--- config.mk ---
export PLATFORM = sky130hd
export DESIGN_NAME = function_arbiter
export DESIGN_NICKNAME = d
export VERILOG_FILES = /design/src/rtl/function_arbiter_pkg.sv /design/src/rtl/function_arbiter_rr_picker.sv /design/src/rtl/function_arbiter.sv
export SDC_FILE = /design/constraint.sdc
export NUM_CORES = 1
export LEC_CHECK = 0
export CORE_AREA = 8 8 45 47
export CTS_CLUSTER_SIZE = 28
export DETAILED_ROUTE_END_ITERATION = 10
export DIE_AREA = 0 0 53 55
export PLACE_DENSITY = 0.6
export SLEW_MARGIN = 15
export SYNTH_ARGS = -nofsm -noshare
export SYNTH_HDL_FRONTEND = slang
export SYNTH_HIERARCHICAL = 1
export SYNTH_SLANG_ARGS = --single-unit
--- constraint.sdc ---
create_clock -name clk -period 1.5 [get_ports clk]
set_input_delay 0.375 -clock clk [delete_from_list [all_inputs] [get_ports clk]]
set_output_delay 0.375 -clock clk [all_outputs]
set_load 0.01 [all_outputs]
--- src/rtl/function_arbiter_pkg.sv ---
// Shared types for function_arbiter: FSM state encoding and pointer-width helper.
// The encoding localparams are visible to the bench as well as the RTL.
package function_arbiter_pkg;

    localparam logic [1:0] ST_IDLE  = 2'd0;
    localparam logic [1:0] ST_GRANT = 2'd1;
    localparam logic [1:0] ST_ACK   = 2'd2;
    localparam logic [1:0] ST_CLEAR = 2'd3;

    typedef enum logic [1:0] {
        IDLE  = ST_IDLE,
        GRANT = ST_GRANT,
        ACK   = ST_ACK,
        CLEAR = ST_CLEAR
    } state_t;

    function automatic int ptr_width(input int n);
        return (n > 1) ? $clog2(n) : 1;
    endfunction

endpackage

--- src/rtl/function_arbiter_rr_picker.sv ---
// Combinational round-robin picker: one-hot winner is the first set request
// at or above ptr, wrapping to bit 0 when nothing at or above ptr is set.
module rr_picker
    import function_arbiter_pkg::*;
#(
    parameter int N  = 2,
    parameter int PW = ptr_width(N)
) (
    input  logic [N-1:0]  reqs,
    input  logic [PW-1:0] ptr,
    output logic [N-1:0]  grant,
    output logic          valid
);

    always_comb begin
        grant = '0;
        valid = 1'b0;
        for (int j = 0; j < N; j++) begin
            if (!valid && reqs[j] && (j >= int'(ptr))) begin
                grant[j] = 1'b1;
                valid    = 1'b1;
            end
        end
        // Second pass covers the wrapped-around part below ptr.
        for (int j = 0; j < N; j++) begin
            if (!valid && reqs[j] && (j < int'(ptr))) begin
                grant[j] = 1'b1;
                valid    = 1'b1;
            end
        end
    end

endmodule

--- src/rtl/function_arbiter.sv ---
// Round-robin arbiter sharing one sets/fin/clr function unit among N 4-phase requesters.
// Optional GRANT watchdog with sticky err is enabled by defining FUNCTION_ARBITER_TIMEOUT_EN.
module function_arbiter
    import function_arbiter_pkg::*;
#(
    parameter int N       = 2,
    parameter int TIMEOUT = 255
) (
    input  logic         clk,
    input  logic         rst,
    input  logic [N-1:0] reqs,
    output logic [N-1:0] acks,
    output logic [N-1:0] sets,
    input  logic         fin,
    output logic         clr,
    output logic         busy,
    output logic         err
);

    localparam int PW = ptr_width(N);

    state_t        state, state_d;
    logic [PW-1:0] ptr, ptr_d;
    logic [PW-1:0] next_ptr, next_ptr_d;
    logic [PW-1:0] pick_next;
    logic [N-1:0]  win, win_d;
    logic [N-1:0]  pick;
    logic          pick_valid;
    logic [N-1:0]  acks_d, sets_d;
    logic          clr_d, busy_d;
    logic          finish;

    rr_picker #(.N(N), .PW(PW)) u_picker (
        .reqs  (reqs),
        .ptr   (ptr),
        .grant (pick),
        .valid (pick_valid)
    );

    // Pointer value to adopt once this winner's transaction completes.
    always_comb begin
        pick_next = '0;
        for (int j = 0; j < N; j++) begin
            if (pick[j]) pick_next = (j == N - 1) ? '0 : PW'(j + 1);
        end
    end

`ifdef FUNCTION_ARBITER_TIMEOUT_EN
    localparam int CW = $clog2(TIMEOUT + 1);
    logic [CW-1:0] cnt, cnt_d;
    logic          err_d;
`endif

    always_comb begin
        state_d    = state;
        ptr_d      = ptr;
        next_ptr_d = next_ptr;
        win_d      = win;
        acks_d     = acks;
        sets_d     = sets;
        clr_d      = 1'b0;
        finish     = 1'b0;
`ifdef FUNCTION_ARBITER_TIMEOUT_EN
        cnt_d      = cnt;
        err_d      = err;
`endif
        case (state)
            IDLE: begin
                if (pick_valid) begin
                    state_d    = GRANT;
                    win_d      = pick;
                    next_ptr_d = pick_next;
                    sets_d     = pick;
`ifdef FUNCTION_ARBITER_TIMEOUT_EN
                    cnt_d      = '0;
`endif
                end
            end
            GRANT: begin
                finish = fin;
`ifdef FUNCTION_ARBITER_TIMEOUT_EN
                cnt_d = cnt + 1'b1;
                // A stalled unit is treated as done so the requester still gets its ack.
                if (!fin && (cnt == CW'(TIMEOUT - 1))) begin
                    finish = 1'b1;
                    err_d  = 1'b1;
                end
`endif
                if (finish) begin
                    sets_d  = '0;
                    acks_d  = win;
                    state_d = ACK;
                end
            end
            ACK: begin
                if ((reqs & win) == '0) begin
                    acks_d  = '0;
                    clr_d   = 1'b1;
                    state_d = CLEAR;
                end
            end
            CLEAR: begin
                ptr_d   = next_ptr;
                state_d = IDLE;
            end
            default: state_d = IDLE;
        endcase
        busy_d = (state_d != IDLE);
    end

    always_ff @(posedge clk) begin
        if (rst) begin
            state    <= IDLE;
            ptr      <= '0;
            next_ptr <= '0;
            win      <= '0;
            acks     <= '0;
            sets     <= '0;
            clr      <= 1'b0;
            busy     <= 1'b0;
        end else begin
            state    <= state_d;
            ptr      <= ptr_d;
            next_ptr <= next_ptr_d;
            win      <= win_d;
            acks     <= acks_d;
            sets     <= sets_d;
            clr      <= clr_d;
            busy     <= busy_d;
        end
    end

`ifdef FUNCTION_ARBITER_TIMEOUT_EN
    always_ff @(posedge clk) begin
        if (rst) begin
            cnt <= '0;
            err <= 1'b0;
        end else begin
            cnt <= cnt_d;
            err <= err_d;
        end
    end
`else
    // Without the watchdog err is permanently low; TIMEOUT only matters with it.
    assign err = 1'b0 && (TIMEOUT > 0);
`endif

endmodule

[Word-level counts from Yosys, hierarchy flattened]
Cells that the tools add are included.
Storage, ports and cells
  register bits after elaboration: 12
  input bits: 5
  output and inout bits: 7
  word-level logic and storage cells: 51
Operators by class
  magnitude comparators: 2
  eq/ne operators: 6
  multiplexer cells: 18
  bitwise logic cells: 2
  reduce and logical (&&, ||, !) cells: 15
Operators by type and width (number)
  two-way mux 2 bit: 7
  two-way mux 1 bit: 8
  case mux 2 bit (2 select lines): 2
  case mux 2 bit (4 select lines): 1
  inequality test 2 bit (second input constant): 3
  AND reduction 3 bit: 2
  nonzero test 2 bit: 3
  equality test 2 bit (second input constant): 2
  logical AND 1 bit: 4
  zero test 2 bit: 2
  AND 2 bit: 1
  equality test 2 x 1 -> 1 bit (second input constant): 1
  zero test 1 bit: 2
  AND reduction 2 bit: 1
  OR reduction 2 bit: 1
  greater-or-equal comparator 1 bit (first input constant): 1
  less-than comparator 1 bit (first input constant): 1
  inverter 1 bit: 1

[Longest topological paths before layout]
Gate-level depths: netlist of run 1.
  word-level depth: 13
  gate-level depth with buffers: 5
  gate-level depth less buffers: 4

[Modules after synthesis]
The synthesis of run 1 kept the hierarchy.
Modules (own cells, without submodules)
  function_arbiter: instances 1, cells an instance 53, area an instance 488.0 µm²
  rr_picker: instances 1, cells an instance 4, area an instance 25.0 µm²

[Least setup slack after synthesis of run 1]
No wires, ideal clock.
  path type: input to register
  from: input port reqs[0]
  to: register sets[0]
  setup time: 132 ps
  arrival: 1073 ps
  data required time: 1368 ps
  path slack: 295 ps
  cell stages on the path: 5
  cells stage by stage: or2_1 or3b_1 buf_2 nand3_1 a21oi_1
Between the ends
  word-level cells in the longest chain between the ends: 11
  elaborated cells between the ends (all ways): 14
  those cells by class: eq/ne: 1; mux: 6; reduce/logical: 7
Ends and longest elaborated chain
  from (decl): RTL line function_arbiter.sv:11  | input logic [N-1:0] reqs,
  logical AND 1 bit: RTL line function_arbiter_rr_picker.sv:19  | if (!valid && reqs[j] && (j >= int'(ptr))) begin
  two-way mux 1 bit: RTL line function_arbiter_rr_picker.sv:19
  zero test 1 bit: RTL line function_arbiter_rr_picker.sv:19
  logical AND 1 bit: RTL line function_arbiter_rr_picker.sv:19
  two-way mux 1 bit: RTL line function_arbiter_rr_picker.sv:19
  zero test 1 bit: RTL line function_arbiter_rr_picker.sv:26  | if (!valid && reqs[j] && (j < int'(ptr))) begin
  logical AND 1 bit (2 in a row): RTL line function_arbiter_rr_picker.sv:26
  two-way mux 1 bit: RTL line function_arbiter_rr_picker.sv:26
  two-way mux 2 bit or inequality test 2 bit (tied branches)
  case mux 2 bit (2 select lines) or AND reduction 3 bit (tied branches)
  to (signal assigned): RTL line function_arbiter.sv:127  | sets <= sets_d;
  to (decl): RTL line function_arbiter.sv:13  | output logic [N-1:0] sets,
Parallel ways exist; a longest one is shown, timed or not. The select of a mux whose other input is x is not followed.
A chain may end at the register's enable or synchronous reset.

[Worst setup path in the final report of run 1]
  from: input port reqs[0]
  to: register sets[0]
Between the ends
  word-level cells in the longest chain between the ends: 11
  elaborated cells between the ends (all ways): 14
  those cells by class: eq/ne: 1; mux: 6; reduce/logical: 7
Ends and longest elaborated chain
  logical AND 1 bit: RTL line function_arbiter_rr_picker.sv:19
  two-way mux 1 bit: RTL line function_arbiter_rr_picker.sv:19
  zero test 1 bit: RTL line function_arbiter_rr_picker.sv:19
  logical AND 1 bit: RTL line function_arbiter_rr_picker.sv:19
  two-way mux 1 bit: RTL line function_arbiter_rr_picker.sv:19
  zero test 1 bit: RTL line function_arbiter_rr_picker.sv:26
  logical AND 1 bit (2 in a row): RTL line function_arbiter_rr_picker.sv:26
  two-way mux 1 bit *: RTL line function_arbiter_rr_picker.sv:26
  via pick_valid: RTL line function_arbiter.sv:28  | logic pick_valid;
  inequality test 2 bit (no source line) *
  AND reduction 3 bit (no source line) *
Mark *: on every way through the listed nets, which the timed path passes. The rest lies on a longest branch. The select of a mux whose other input is x is not followed.

==> qor.yml, run 1 <==
route:
  first_pass_iters: 4
  drc: 0
  vias_per_cell: 5.17
  drt-initial-drc-count: 4
  routed_wl_um: 1020
  vias: 434
  wl_per_cell_um: 12.1
  ant_nets: 0
critical_path:
  setup.worst_path.end_class: "flip-flop"
  reg2reg_slack_ns: 0.28
  crit_fanout: 6
  critPathKind: "primary input to flip-flop"
  rr_endpoint: "acks[1]"
  worstRegToRegCells: 3
  crit_start: "reqs[0]"
  setup.worst_path.end: "sets[0]"
  crit_path_start_kind: "primary input"
  crit_arrival_ns: 1.56
  r2r_start: "state[1]"
  cp.required_ns: 1.67
cells_and_area:
  layout-drive-gt1-share: 0.132
  nNetsFinal: 75
  fin_util: 0.467
  antenna_cells: 0
  areaGrowthSynthToFinish_pct: 25.9
sta:
  rsz0062_at_grt: "no"
  fin_crit_ns: 1.39
  layout_setup_ws_ns: 0.115
  max_freq_mhz: 722
  fin_crit_sh: 0.923
  hold_viol: 0
  setup-violations-final: 0
  slew_viol_final: 0
  timing.hold.ws_ns: 0.458
  fin_skew_ns: 0.00852
logic_synthesis:
  syn-num-nets: 62
  synth_top_area_frac: 0.468
  synth_ff_type: "dfxtp_1"
  synth_cells: 57
  ys_ff_latch: 12
  syn-cell-area_um2: 513
  avgSynthCellArea_um2: 9.00
  synth-edff-count: 0
  synth_top_cell_by_area: "dfxtp_1"
  synth_cell_types: 24
  synthXorXnorAreaFrac: 0
  async_flop_share: 0
  synth_compound_area_frac: 0.195
  synth_common_cells: "dfxtp_1, a21oi_1, nand2_1"
  yosys.area_share.adder: 0
  ys_seq_area_frac: 0.468
  synth-simple-area-share: 0.239
  synth_top_family_by_area: "simple AND/OR/NAND/NOR gates"
  synthMuxAreaShare: 0
  synthTopCellsByArea: "dfxtp_1, a21oi_1, nand3b_1"
  synth_most_common_cell: "dfxtp_1"
  synth_warnings: 6
grt:
  grt_pass1_vias: 390
  grt_overflow_total: 0
  grt_usage: 0.0840
  antenna_found_initial: 0
  grt_pass1_wl_um: 1740
  grt_max_degree: 10
power:
  pwr_density_cell_mw_per_mm2: 1030
  ir_worst_vdd_v: 0.000495
  leakagePower_uw: 0.000273
  total_power_uw: 664
min_path:
  hp-class: "flip-flop to flip-flop"
die:
  ios: 12
  die-height_um: 55
  initial_utilization: 0.371
  dieWidth_um: 53
  dieArea_mm2: 0.00292
  rows: 14
  core_mm2: 0.00138
placement:
  hpwlAfterDp_um: 730
  port-buffer-count: 10
  dpl_worst_slack_ns: -0.217
  gp_congestion: 0.747
clocking:
  htree_levels: 1
  numCtsBuffers: 3
  insertion_delay_ns: 0.28
  clock-sinks: 12
  clockBufferDepth: 2
  root_buffer: "clkbuf_4"
  cts_tree: "yes"
  clk_pin_slew_ns: 0.07
  postCtsSetupRepairBufs: 0
outcome:
  status: "completed"
flow_run:
  maxCapViolCount: 0
==> placed cells by master, fill, tap and decap left out, types with 2 or more instances in the layout <==
cell / instances
a21boi_1: 2
a21oi_1: 7
buf_4: 3
clkbuf_4: 3
clkdlybuf4s50_1: 4
dfxtp_1: 12
dlygate4sd2_1: 4
dlymetal6s2s_1: 2
inv_1: 3
nand2_1: 7
nand3_1: 3
nand3b_1: 4
o32ai_1: 2
==> worst min path at each step <==
stage,startpoint,endpoint,slack [ns],cells after the start
floorplan,next_ptr,next_ptr,0.43,2
global placement,next_ptr,next_ptr,0.45,2
detailed placement,next_ptr,next_ptr,0.45,2
CTS,next_ptr,next_ptr,0.46,2
global route,next_ptr,ptr,0.49,2
finish,next_ptr,next_ptr,0.46,2
==> per-stage QoR <==
stage	std cells	TNS, ns	cell area (um2)
after floorplan	57	0	513
after global placement	81	-1.32	621
after detailed placement	81	-1.36	621
after CTS	84	0	638
after global routing	84	0	646
final	84	0	646
==> registers in the layout, summed over array words and instances (netlist names) <==
signal and cells:
acks 2, busy 1, clr 1, next_ptr 1, ptr 1, sets 2
state 2, win 2
==> kinds of logic after synthesis <==
logic type	Yosys count
AOI/OAI and AO/OA	15
and+or+nand+nor	21
buffers and inverters	8
other	1
DFF	12
==> power by group <==
| part | switching (uW) | internal, uW | total (uW) |
|---|---|---|---|
| Combinational | 50.0 | 55.0 | 105 |
| Sequential | 21.5 | 340 | 361 |
| Clock | 104 | 93.1 | 197 |
==> routing by layer <==
| metal | vias to the layer above | GRT usage | routed length [um] |
|---|---|---|---|
| li1 | 227 | - | - |
| met1 | 193 | 0.0986 | 490 |
| met2 | 9 | 0.115 | 435 |
| met3 | 5 | 0.0321 | 52 |
| met4 | 0 | 0.0776 | 39 |
| met5 | - | 0 | 0 |
==> area by class of cell <==
class | instances | area (um2)
well taps | 16 | 20.0
multi-input cells | 37 | 229
flip-flops and latches | 12 | 240
inverters | 3 | 11.3
fillers | 139 | 738
repair buffers | 13 | 123
clock buffers | 3 | 22.5
==> worst max-delay path, cell delays in order <==
cell             delay (ns)
clkdlybuf4s50_1        0.47
or2_1                  0.13
or3b_4                 0.42
nand3_1                0.10
a21oi_1                0.07
==> what timing repair did <==
action,CTS,global route
resized for setup,4,3
hold buffers,0,0
setup endpoints to repair,4,5
pin swaps,0,0
Note: power is estimated with default switching activity, not from simulation.
==> inputs of run 2 (changes only) <==
Settings changed: DONT_BUFFER_PORTS set to 1, GPL_TIMING_DRIVEN set to 0, PLACE_DENSITY 0.6 to 0.49.
==> qor.yml, run 2 (synthesized netlist as in run 1, its figures left out) <==
power:
  combPwrFrac: 0.145  # -0.013
  clock_power_share: 0.303  # +0.006
  ir_worst_vdd_v: 0.000386  # -22%
  swShare: 0.264  # -0.000813
  internal_power_uw: 474  # -2.8%
  leakagePower_uw: 0.000197  # -28%
  power_switching_uw: 170  # -3.2%
  p_seq_frac: 0.551  # +0.007
  pwr_density_cell_mw_per_mm2: 1160  # +13%
die:
  ios: 12  # unchanged
  die-height_um: 55  # unchanged
  dieArea_mm2: 0.00292  # unchanged
  core_mm2: 0.00138  # unchanged
  dieWidth_um: 53  # unchanged
  rows: 14  # unchanged
  initial_utilization: 0.371  # unchanged
placement:
  port-buffer-count: 0  # -10
  hpwlAfterDp_um: 721  # -1.2%
  gp_congestion: 0.757  # +1.4%
  placed_area_um2: 533  # -14%
cells_and_area:
  antenna_cells: 0  # unchanged
  mostFrequentLayoutCells: "dfxtp_1, a21oi_1, nand2_1"
  fillers: 138  # -0.72%
  fin_area_um2: 556  # -14%
  layout-drive-gt1-share: 0.150  # +0.0176
  nNetsFinal: 67  # -11%
  final_common_cell: "dfxtp_1"
  areaGrowthSynthToFinish_pct: 8.29
  fin_util: 0.401  # -0.0651
grt:
  grt_max_degree: 11  # +1
  grt_overflow_total: 0  # unchanged
  antenna_found_initial: 0  # unchanged
  grt_usage: 0.0789  # -0.00507
  grt_pass1_vias: 371  # -4.9%
  grt_pass1_wl_um: 1680  # -3.6%
route:
  wl_per_cell_um: 14.0  # +16%
  vias_per_cell: 5.41  # +4.7%
  ant_nets: 0  # unchanged
  drt-initial-drc-count: 9  # +5
  first_pass_iters: 4  # unchanged
  vias: 411  # -5.3%
  routed_wl_um: 1070  # +4.7%
  drc: 0  # unchanged
clocking:
  clk_pin_slew_ns: 0.07  # about the same
  postCtsSetupRepairBufs: 0  # unchanged
  clockBufferDepth: 2  # unchanged
  root_buffer: "clkbuf_4"
  post_cts_resized: 0  # -4
  cts_hold_buf: 0  # unchanged
  clock-sinks: 12  # unchanged
  numCtsBuffers: 3  # unchanged
  htree_levels: 1  # unchanged
  insertion_delay_ns: 0.27  # about the same
  cts_tree: "yes"
min_path:
  min_path_cells: 1  # -1
  hp-class: "primary input to flip-flop"
sta:
  hold_viol: 0  # unchanged
  setup_tns_ns: 0  # unchanged
  max_freq_mhz: 812  # +12%
  fin_crit_sh: 0.821  # -0.102
  slew_viol_final: 0  # unchanged
  fin_skew_ns: 0.000534  # -0.00799 ns
  fin_crit_ns: 1.23  # -0.153 ns
  setup-violations-final: 0  # unchanged
  rsz0062_at_grt: "no"
outcome:
  status: "completed"
critical_path:
  worstRegToRegCells: 4  # +1
  crit_path_start_kind: "flip-flop"
  crit_arrival_ns: 1.37  # -0.19 ns
  setup.worst_path.end_class: "flip-flop"
  critPathKind: "flip-flop to flip-flop"
  crit_fanout: 9  # +3
  cp.required_ns: 1.64  # -0.03 ns
flow_run:
  maxCapViolCount: 0  # unchanged
-- run 2: cell count changes in the layout (fill, tap and decap cells not counted) --
| cell | before | now |
|---|---|---|
| clkbuf_1 | 0 | 1 |
| buf_6 | 0 | 1 |
| clkdlybuf4s50_1 | 4 | 0 |
| or3b_1 | 0 | 1 |
| or3b_4 | 1 | 0 |
| dlymetal6s2s_1 | 2 | 0 |
| dlygate4sd2_1 | 4 | 0 |
| buf_4 | 3 | 2 |
| buf_2 | 0 | 1 |
-- run 2: worst paths after layout --
check	from	to	slack (ns)
max	state[0]	acks[0]	0.27
min	rst	acks[1]	0.21
max reg2reg	state[0]	acks[0]	0.27
min reg2reg	next_ptr	next_ptr	0.46
-- run 2: area by class of cell --
| type | instances | area (um2) | share of cell area |
|---|---|---|---|
| Multi-Input combinational cell | 37 | 226 | 0.408 |
| Sequential cell | 12 | 240 | 0.432 |
| Buffer | 5 | 35.0 | 0.0631 |
| Clock buffer | 3 | 22.5 | 0.0405 |
| Tap cell | 16 | 20.0 | 0.0360 |
| Inverter | 3 | 11.3 | 0.0203 |
-- run 2: worst max-delay path, cell delays in order, from the launching register on --
cell and delay [ns]:
dfxtp_1 0.30, buf_4 0.15, nand2b_1 0.18, a221oi_1 0.32, o32ai_1 0.15
-- run 2: power by group through the flow --
stage,combinational [uW],clock (uW),sequential [uW]
finish,93.7,195,355
global route,103,223,359
CTS,92.7,203,356
detailed placement,91.9,0,363
global placement,92.6,0,363
floorplan,77.9,0,360
-- run 2: metal layers --
| layer | up-vias | GRT usage | wire, um |
|---|---|---|---|
| li1 | 206 | - | - |
| met5 | - | 0 | 0 |
| met3 | 4 | 0.0348 | 104 |
| met4 | 0 | 0.0647 | 25 |
| met1 | 184 | 0.0920 | 465 |
| met2 | 17 | 0.109 | 470 |
-- run 2: per-stage QoR --
stage               instances  hold WS (ns)  setup WS (ns)  total power (uW)
floorplan                  57         0.432          0.295               438
global placement           73         0.447          0.225               456
detailed placement         73         0.446          0.234               455
CTS                        76         0.206          0.272               651
global route               76         0.209          0.180               685
finish                     76         0.212          0.268               644
==> inputs of run 3 (changes only) <==
Settings changed: PLACE_DENSITY 0.49 to 0.51.
Clock period 1.5 ns to 0.99 ns, I/O delays scaled along.
==> qor.yml, run 3 (synthesized netlist as in run 1, its figures left out) <==
cells_and_area:
  layout-drive-gt1-share: 0.339  # +0.189
  nNetsFinal: 68  # +1.5%
  antenna_cells: 0  # unchanged
  fin_area_um2: 621  # +12%
  mostFrequentLayoutCells: "dfxtp_1, a21oi_1, nand2_1, buf_4, nand3b_1"
  areaGrowthSynthToFinish_pct: 21.0
  final_common_cell: "dfxtp_1"
  stdcell_count: 78  # +2.6%
critical_path:
  setup.worst_path.end_class: "flip-flop"
  crit_path_start_kind: "flip-flop"
  reg2reg_slack_ns: -0.12  # -0.39 ns
  critPathKind: "flip-flop to flip-flop"
  setup.worst_path.end: "state[0]"
  crit_fanout: 8  # -1
  worstRegToRegCells: 3  # -1
  r2r_start: "state[0]"
  cp.required_ns: 1.18  # -0.46 ns
  crit_arrival_ns: 1.30  # -0.07 ns
  rr_endpoint: "state[0]"
  crit_start: "state[0]"
clocking:
  cts_tree: "yes"
  root_buffer: "clkbuf_4"
  clock-sinks: 12  # unchanged
  clk_pin_slew_ns: 0.08  # about the same
  numCtsBuffers: 3  # unchanged
  htree_levels: 1  # unchanged
  insertion_delay_ns: 0.27  # about the same
  clockBufferDepth: 2  # unchanged
route:
  routed_wl_um: 1080  # +1.4%
  drt-initial-drc-count: 3  # -6
  vias: 408  # -0.73%
  ant_nets: 0  # unchanged
  vias_per_cell: 5.23  # -3.3%
  wl_per_cell_um: 13.9  # -1.2%
  first_pass_iters: 4  # unchanged
  drc: 0  # unchanged
sta:
  fin_crit_ns: 1.11  # -0.123 ns
  hold_viol: 0  # unchanged
  setup-violations-final: 9  # +9
  max_freq_mhz: 902  # +11%
  fin_skew_ns: 0.00178  # +0.00125 ns
  layout_setup_ws_ns: -0.119  # -0.387 ns
  rsz0062_at_grt: "yes"
  slew_viol_final: 0  # unchanged
  fin_crit_sh: 1.12  # +0.298
  timing.hold.ws_ns: 0.0891  # -0.123 ns
power:
  total_power_uw: 1100  # +72%
  ir_worst_vdd_v: 0.000673  # +74%
  pwr_density_cell_mw_per_mm2: 1780  # +54%
  leakagePower_uw: 0.000219  # +11%
placement:
  hpwlAfterDp_um: 763  # +5.7%
  gp_congestion: 0.705  # -6.9%
  port-buffer-count: 0  # unchanged
  dpl_worst_slack_ns: -0.219  # -0.453 ns
  placed_area_um2: 559  # +4.9%
  dpl.cell_count: 73  # unchanged
grt:
  grt_pass1_vias: 389  # +4.9%
  grt_overflow_total: 0  # unchanged
  grt_usage: 0.0790  # about the same
  antenna_found_initial: 0  # unchanged
  grt_max_degree: 11  # unchanged
  grt_pass1_wl_um: 1700  # +1.3%
outcome:
  violations: "setup timing"
  status: "finished, violations left"
min_path:
  hp-class: "primary input to flip-flop"
flow_run:
  maxCapViolCount: 0  # unchanged
die:
  rows: 14  # unchanged
  ios: 12  # unchanged
  initial_utilization: 0.371  # unchanged
  dieArea_mm2: 0.00292  # unchanged
  die-height_um: 55  # unchanged
  dieWidth_um: 53  # unchanged
  core_mm2: 0.00138  # unchanged
==> run 3: worst max-delay path, cell delays in order, from the launching register on <==
cell	delay, ns
dfxtp_4	0.38
nand2b_1	0.19
a221o_1	0.31
a31oi_1	0.15
==> run 3: timing repair <==
item	CTS	global route
setup endpoints to repair	10	9
pin swaps	2	7
setup buffers	3	1
gates resized for setup	5	5
hold buffers	0	0
==> run 3: how the worst min path moves through the flow <==
stage | startpoint | to | slack [ns] | depth (start not counted)
finish | rst | acks[0] | 0.09 | 1
global route | rst | acks[1] | 0.08 | 1
CTS | rst | acks[1] | 0.08 | 1
detailed placement | rst | acks[1] | 0.37 | 1
global placement | rst | acks[1] | 0.37 | 1
floorplan | rst | acks[0] | 0.36 | 1
==> run 3: layer usage <==
metal,vias up,track usage,share of wire
li1,210,-,-
met1,190,0.0876,0.47
met2,6,0.125,0.44
met3,2,0.0294,0.071
met4,0,0.0517,0.0083
met5,-,0,0
==> run 3: final cells by class <==
class	instances	area [um2]
fillers	141	763
clock buffers	4	36.3
inverters	3	11.3
repair buffers	4	30.0
plain buffers	2	11.3
multi-input cells	37	264
well taps	16	20.0
flip-flops and latches	12	248
==> run 3: power by group <==
group          leakage, uW  internal, uW  total [uW]  switching [uW]
Combinational    0.0000984          80.6         158            77.8
Sequential       0.0000995           516         557            41.2
Clock            0.0000210           223         389             166
Total             0.000219           820        1100             285
==> run 3: per-stage QoR <==
stage	utilization	setup TNS (ns)
global placement	0.404	-1.59
CTS	0.439	-0.956
global route	0.448	-1.09
floorplan	-	-0.990
detailed placement	0.404	-1.61
finish	0.448	-0.691
